File: config.mk
export PLATFORM = sky130hd
export DESIGN_NAME = mode_button_ctrl
export DESIGN_NICKNAME = d
export VERILOG_FILES = /design/src/rtl/mode_button_ctrl.sv
export SDC_FILE = /design/constraint.sdc
export NUM_CORES = 1
export LEC_CHECK = 0
export ABC_AREA = 0
export CAP_MARGIN = 20
export CORE_MARGIN = 3
export CORE_UTILIZATION = 59
export CTS_CLUSTER_DIAMETER = 200
export CTS_CLUSTER_SIZE = 40
export DETAILED_ROUTE_END_ITERATION = 6
export MAX_ROUTING_LAYER = met4
export PLACE_DENSITY = 0.78
export SLEW_MARGIN = 20
export SYNTH_ARGS = -nofsm -noshare
export SYNTH_HDL_FRONTEND = slang
export SYNTH_SLANG_ARGS = --single-unit
File: constraint.sdc
create_clock -name clk -period 2.6 [get_ports clk]
set_clock_uncertainty 0.2 [all_clocks]
set_input_delay 0.65 -clock clk [delete_from_list [all_inputs] [get_ports clk]]
set_output_delay 0.65 -clock clk [all_outputs]
set_load 0.03 [all_outputs]
File: src/rtl/mode_button_ctrl.sv
// Push-button front end: synchronises and debounces btn, then turns
// short presses into a cyclic mode step and long presses into mode 0.
module mode_button_ctrl #(
    parameter int unsigned DEBOUNCE_CYCLES   = 4,
    parameter int unsigned LONG_PRESS_CYCLES = 16
) (
    input  logic       clk,
    input  logic       rst,
    input  logic       btn,
    output logic [1:0] mode,
    output logic       mode_chg
);

    localparam int unsigned DBW = $clog2(DEBOUNCE_CYCLES + 1);
    localparam logic [DBW-1:0] DB_LAST = DBW'(DEBOUNCE_CYCLES - 1);
    localparam logic [15:0] HOLD_LAST = 16'(LONG_PRESS_CYCLES - 2);

    typedef enum logic [1:0] {
        IDLE,
        HELD,
        LONG
    } state_e;

    logic           sync1_q, sync1_d;
    logic           sync2_q, sync2_d;
    logic           btn_db_q, btn_db_d;
    logic [DBW-1:0] db_cnt_q, db_cnt_d;
    state_e         state_q, state_d;
    logic [15:0]    hold_cnt_q, hold_cnt_d;
    logic [1:0]     mode_q, mode_d;
    logic           mode_chg_q, mode_chg_d;

    always_ff @(posedge clk) begin
        if (rst) begin
            sync1_q    <= 1'b0;
            sync2_q    <= 1'b0;
            btn_db_q   <= 1'b0;
            db_cnt_q   <= '0;
            state_q    <= IDLE;
            hold_cnt_q <= '0;
            mode_q     <= 2'd0;
            mode_chg_q <= 1'b0;
        end else begin
            sync1_q    <= sync1_d;
            sync2_q    <= sync2_d;
            btn_db_q   <= btn_db_d;
            db_cnt_q   <= db_cnt_d;
            state_q    <= state_d;
            hold_cnt_q <= hold_cnt_d;
            mode_q     <= mode_d;
            mode_chg_q <= mode_chg_d;
        end
    end

    always_comb begin
        sync1_d  = btn;
        sync2_d  = sync1_q;
        btn_db_d = btn_db_q;
        db_cnt_d = db_cnt_q;
        if (sync2_q == btn_db_q) begin
            db_cnt_d = '0;
        end else if (db_cnt_q == DB_LAST) begin
            btn_db_d = sync2_q;
            db_cnt_d = '0;
        end else begin
            db_cnt_d = db_cnt_q + DBW'(1);
        end
    end

    always_comb begin
        state_d    = state_q;
        hold_cnt_d = hold_cnt_q;
        mode_d     = mode_q;
        mode_chg_d = 1'b0;
        unique case (state_q)
            IDLE: begin
                if (btn_db_q) begin
                    state_d    = HELD;
                    hold_cnt_d = '0;
                end
            end
            HELD: begin
                // hold_cnt lags one cycle, so the long strobe lands
                // exactly LONG_PRESS_CYCLES edges after btn_db rises
                if (!btn_db_q) begin
                    state_d    = IDLE;
                    mode_d     = mode_q + 2'd1;
                    mode_chg_d = 1'b1;
                end else if (hold_cnt_q == HOLD_LAST) begin
                    state_d    = LONG;
                    mode_d     = 2'd0;
                    mode_chg_d = 1'b1;
                end else if (hold_cnt_q != 16'hFFFF) begin
                    hold_cnt_d = hold_cnt_q + 16'd1;
                end
            end
            LONG: begin
                if (!btn_db_q) begin
                    state_d = IDLE;
                end
            end
            default: state_d = IDLE;
        endcase
    end

    assign mode     = mode_q;
    assign mode_chg = mode_chg_q;

endmodule

==> results.json, run 1 <==
{
  "status": "finished, final reports clean",
  "critical_path_required_ns": 2.66,
  "grt_pass1_vias": 1168,
  "initialDrtViolationCount": 52,
  "drc_errors": 0,
  "cp_max_fo": 12,
  "via_per_inst": 6.490,
  "yosys.area.top_type": "dfxtp_1",
  "drt_wl_total_mm": 3.163,
  "clk_path_buf_depth": 2,
  "layout_min_cycle_time_ns": 2.305,
  "synth_commonest_cells": "dfxtp_1, nor2_1, nand2_1, a21oi_1, nor3_1",
  "avgRoutedWirePerCell_um": 15.50,
  "die_area_um2": 3094,
  "ff2ff_path_depth": 7,
  "synth_area_um2": 1453,
  "synth_fp_nets": 179,
  "ys_ff_latch": 27,
  "hold_ws_ns": 0.2317,
  "ys_top_cells_by_area": "dfxtp_1, or4_1, nor2_1",
  "cap_violations": 0,
  "power_density_nw_per_um2": 406.3,
  "place.gp.congestion": 0.9192,
  "core_um2": 2276,
  "cts_max_level": 1,
  "grt-ovfl-total": 0,
  "tritoncts": "yes",
  "fin_ws_ns": 0.2948,
  "cts.sinks": 27,
  "yosysMostFrequentCell": "dfxtp_1",
  "yosysWarnings": 0,
  "cts.clk_slew.worst_paths_ns": 0.13,
  "path_class": "register to register",
  "drtPass1Iterations": 4,
  "peakVddDrop_mv": 0.3094,
  "cts_setup_buffers": 0,
  "cts_made_buffers": 3,
  "synth_top_area_frac": 0.3721,
  "hold_viol_final": 0,
  "min_period_over_period": 0.8866,
  "nNetsFinal": 184,
  "postCtsHoldBufs": 0,
  "drv_slew": 0,
  "finalSetupTns_ns": 0,
  "ant_nets": 0,
  "grt_max_degree": 18,
  "tightest_slew_ns": 0.4339,
  "hold_depth": 1,
  "vias": 1324,
  "syn_avg_cell_area_um2": 8.446,
  "critPathCaptureType": "register",
  "max_freq_mhz": 433.8,
  "std_cell_rows": 17,
  "cts_root_buf": "clkbuf_4",
  "antenna_found_initial": 0,
  "die_w_um": 55.62,
  "start_util": 0.6383,
  "drive_above_1_share": 0.09659,
  "post-dp-hpwl_mm": 2.256,
  "diodes": 0,
  "grt_pass1_wl_mm": 5.478,
  "dp_slack_ns": 0.3483,
  "areaGrowthSynthToFinish_pct": 5.943,
  "synth_cells": 172,
  "synthFlopType": "dfxtp_1",
  "hold_class": "register to register",
  "io_buffers": 5,
  "seq_area_frac_synth": 0.3721,
  "rsz0062_at_grt": "no",
  "slew_headroom": 0.7102,
  "synth_edf_count": 0,
  "yosysUniqueCellTypes": 40,
  "ios": 6,
  "setup_violations": 0,
  "leakage_uw": 0.0004916,
  "clk_latency_ns": 0.34,
  "grt_util_all_layers": 0.2252,
  "start_kind": "register",
  "ys_async_sr_fraction": 0,
  "die_y_um": 55.62,
  "ctsResizeCount": 0,
  "cp.arrival_ns": 2.36
}
==> critical path: stages (launching register included) <==
cell,delay (ns)
dfxtp_1,0.39
inv_1,0.08
ha_1,0.22
nor3b_1,0.14
and4_4,0.21
or2_4,0.31
or4_1,0.52
a31oi_1,0.17
==> final timing paths <==
check / startpoint / slack (ns) / end
worst max-delay path: hold_cnt_q[0]$_SDFFE_PP0P_ / 0.29 / hold_cnt_q[11]$_SDFFE_PP0P_
worst max register to register: hold_cnt_q[0]$_SDFFE_PP0P_ / 0.29 / hold_cnt_q[11]$_SDFFE_PP0P_
worst min register to register: db_cnt_q[0]$_SDFF_PP0_ / 0.23 / db_cnt_q[0]$_SDFF_PP0_
worst min-delay path: db_cnt_q[0]$_SDFF_PP0_ / 0.23 / db_cnt_q[0]$_SDFF_PP0_
==> cells in the final DEF (no fill, tap or decap), types with 3 or more instances in the layout <==
cell | Yosys | layout
or3_1 | 3 | 3
nand2b_1 | 3 | 3
mux2i_1 | 3 | 3
and4_1 | 3 | 3
nor2b_1 | 6 | 6
nand2_1 | 10 | 10
a21oi_1 | 9 | 9
a31oi_1 | 8 | 8
o211ai_1 | 4 | 4
ha_1 | 4 | 4
inv_1 | 7 | 7
nor4_1 | 3 | 3
o31a_2 | 3 | 3
nor2_1 | 14 | 14
nand3_1 | 8 | 8
nor3_1 | 9 | 9
o21ai_0 | 8 | 8
buf_4 | 0 | 4
dfxtp_1 | 27 | 27
or4_1 | 8 | 8
clkbuf_4 | 0 | 3
clkdlybuf4s50_1 | 0 | 5
==> layout make-up <==
class                   count  area [um^2]
multi-input cells         129        829.5
well taps                  28        35.03
repair buffers              9        80.08
flip-flops and latches     27        540.5
fillers                   188        737.0
inverters                   7        26.28
clock inverters             1        5.005
clock buffers               3        22.52
==> flip-flops by register name, summed over array words and instances (netlist names) <==
register,flops
sync2_q,1
sync1_q,1
hold_cnt_q,16
btn_db_q,1
mode,2
mode_chg,1
db_cnt_q,3
state_q,2
==> layer usage <==
layer / wire (um) / GRT usage
met5: 0 / -
met4: 48 / 0.09028
met3: 139 / 0.04872
met2: 1455 / 0.3328
met1: 1519 / 0.2989
==> metrics by stage <==
stage / power [uW] / instance area, um^2 / utilization / cells
2_1_floorplan: 442.6 / 1453 / - / 172
3_3_place_gp: 450.8 / 1511 / 0.6641 / 200
3_5_place_dp: 451.8 / 1511 / 0.6641 / 200
4_1_cts: 633.3 / 1539 / 0.6762 / 204
5_1_grt: 652.7 / 1539 / 0.6762 / 204
6_report: 625.3 / 1539 / 0.6762 / 204
==> power by group <==
part	internal, uW	switching [uW]
clock network	57.9	125
registers	417	2.22
logic	10.3	12.7
==> cell families after synthesis <==
group | after synthesis | share of synthesized area
simple gates | 81 | 0.3290
compound gates | 39 | 0.1731
flops | 27 | 0.3721
buf+inv | 16 | 0.05685
mux | 4 | 0.02842
fa+ha+maj | 4 | 0.03445
xor+xnor | 1 | 0.006030
(Power assumes the default switching activity.)
==> run 2, diff against run 1 <==
--- a/config.mk
+++ b/config.mk
@@ -8,12 +8,12 @@
 export ABC_AREA = 0
 export CAP_MARGIN = 20
 export CORE_MARGIN = 3
-export CORE_UTILIZATION = 59
+export CORE_UTILIZATION = 40
 export CTS_CLUSTER_DIAMETER = 200
 export CTS_CLUSTER_SIZE = 40
 export DETAILED_ROUTE_END_ITERATION = 6
 export MAX_ROUTING_LAYER = met4
-export PLACE_DENSITY = 0.78
+export SKIP_CTS_REPAIR_TIMING = 1
 export SLEW_MARGIN = 20
 export SYNTH_ARGS = -nofsm -noshare
 export SYNTH_HDL_FRONTEND = slang
==> results.json, run 2 (same netlist as run 1, synthesis figures left out) <==
{
  "status": "finished, final reports clean",
  "grt_max_degree": 18,
  "largest_register_ffs": 16,
  "diodes": 0,
  "layout_min_cycle_time_ns": 2.284,
  "power_frac_seq": 0.664,
  "p_int_uw": 486.6,
  "sw_frac_of_total": 0.2296,
  "cts.clk_slew.worst_paths_ns": 0.15,
  "vias": 1302,
  "clk_latency_ns": 0.33,
  "grt-ovfl-total": 0,
  "final_area_um2": 1572,
  "drive_above_1_share": 0.1017,
  "layout_common_cells": "dfxtp_1, nor2_1, nand2_1",
  "final_common_cell": "dfxtp_1",
  "initialDrtViolationCount": 102,
  "ant_nets": 0,
  "avgRoutedWirePerCell_um": 14.06,
  "clk_path_buf_depth": 2,
  "hold_viol_final": 0,
  "grt_util_all_layers": 0.1600,
  "finalSetupTns_ns": 0,
  "cp.arrival_ns": 1.43,
  "crit_chain": "clkdlybuf4s50_1",
  "regMostFlops": "hold_cnt_q",
  "grt_pass1_wl_mm": 5.361,
  "drc_errors": 0,
  "start_util": 0.4253,
  "via_per_inst": 5.839,
  "cts_max_level": 1,
  "drtPass1Iterations": 4,
  "tightest_slew_ns": 0.5374,
  "power_density_nw_per_um2": 401.9,
  "top_regs": "hold_cnt_q: 16 flops, db_cnt_q: 3 flops",
  "slew_headroom": 0.6406,
  "hold_depth": 1,
  "cpMaxStageDelayCell": "clkdlybuf4s50_1",
  "p_sw_uw": 145.0,
  "min_period_over_period": 0.8784,
  "critPathMaxStageDelay_ns": 0.69,
  "hold_class": "register to register",
  "std_cell_rows": 21,
  "io_buffers": 5,
  "cts_made_buffers": 3,
  "grt_pass1_vias": 1175,
  "cap_violations": 0,
  "cts_root_buf": "clkbuf_4",
  "p_comb_frac": 0.036,
  "die_w_um": 66.26,
  "tritoncts": "yes",
  "rsz0062_at_grt": "no",
  "areaGrowthSynthToFinish_pct": 8.183,
  "post-dp-hpwl_mm": 2.288,
  "nNetsFinal": 185,
  "critPathCaptureType": "primary output",
  "path_class": "register to primary output",
  "core_um2": 3416,
  "critical_path.top_delay_family": "buffers and inverters",
  "antenna_found_initial": 0,
  "drv_slew": 0,
  "p_clk_frac": 0.300,
  "ios": 6,
  "drt_wl_total_mm": 3.136,
  "cp.depth": 1,
  "critical_path_required_ns": 1.75,
  "dpl_cell_area_um2": 1541,
  "cp_max_fo": 5,
  "cp.buffers_inverters": 1,
  "leakage_uw": 0.0004933,
  "cts.sinks": 27,
  "max_freq_mhz": 437.9,
  "die_y_um": 66.26,
  "peakVddDrop_mv": 0.2915,
  "start_kind": "register",
  "setup_violations": 0,
  "die_area_um2": 4390,
  "ff2ff_path_depth": 7,
  "place.gp.congestion": 0.8800
}
-- run 2: changes by cell type in the layout (fill, tap and decap cells not counted) --
cell / change
buf_4: +1
clkinv_2: -1
clkinvlp_4: +1
-- run 2: final cells by class --
type                       count  area [um^2]
clock buffer                   3        22.52
clock inverter                 1        7.507
fill                         346         1844
inverter                       7        26.28
multi-input combinational    129        829.5
sequential                    27        540.5
tap                           46        57.56
timing repair buffer          10        87.58
-- run 2: path summary, 6_finish.rpt --
kind / startpoint / to / slack (ns)
worst max-delay path: mode[0]$_SDFFE_PP0P_ / mode[0] / 0.32
worst min-delay path: db_cnt_q[0]$_SDFF_PP0_ / db_cnt_q[0]$_SDFF_PP0_ / 0.23
worst max register to register: hold_cnt_q[0]$_SDFFE_PP0P_ / hold_cnt_q[8]$_SDFFE_PP0P_ / 0.34
worst min register to register: db_cnt_q[0]$_SDFF_PP0_ / db_cnt_q[0]$_SDFF_PP0_ / 0.23
-- run 2: power groups by stage --
stage	Clock [uW]	Combinational, uW	Sequential [uW]
after CTS	195	23.1	419
after detailed placement	0	23.1	428
final	189	22.8	419
after floorplan	0	11.5	431
after global placement	0	22.4	428
after global routing	213	24.6	420
-- run 2: stage by stage --
step                hold slack [ns]  utilization  total power (uW)  worst slack (ns)  std cells
floorplan                    0.1990            -             442.6            0.3300        172
global placement             0.2065       0.4513             450.6            0.3930        219
detailed placement           0.2170       0.4513             451.4            0.3346        219
CTS                          0.2372       0.4601             637.1            0.2988        223
global route                 0.2600       0.4601             657.4            0.2098        223
finish                       0.2316       0.4601             631.7            0.3163        223
-- run 2: layer usage --
| metal | vias up | wire length [um] | global-route usage | share of wire |
|---|---|---|---|---|
| met5 | - | 0 | - | 0 |
| met4 | 0 | 43 | 0.06091 | 0.014 |
| met3 | 6 | 193 | 0.04592 | 0.062 |
| met2 | 42 | 1433 | 0.2454 | 0.46 |
| met1 | 599 | 1465 | 0.1984 | 0.47 |
| li1 | 655 | - | - | - |
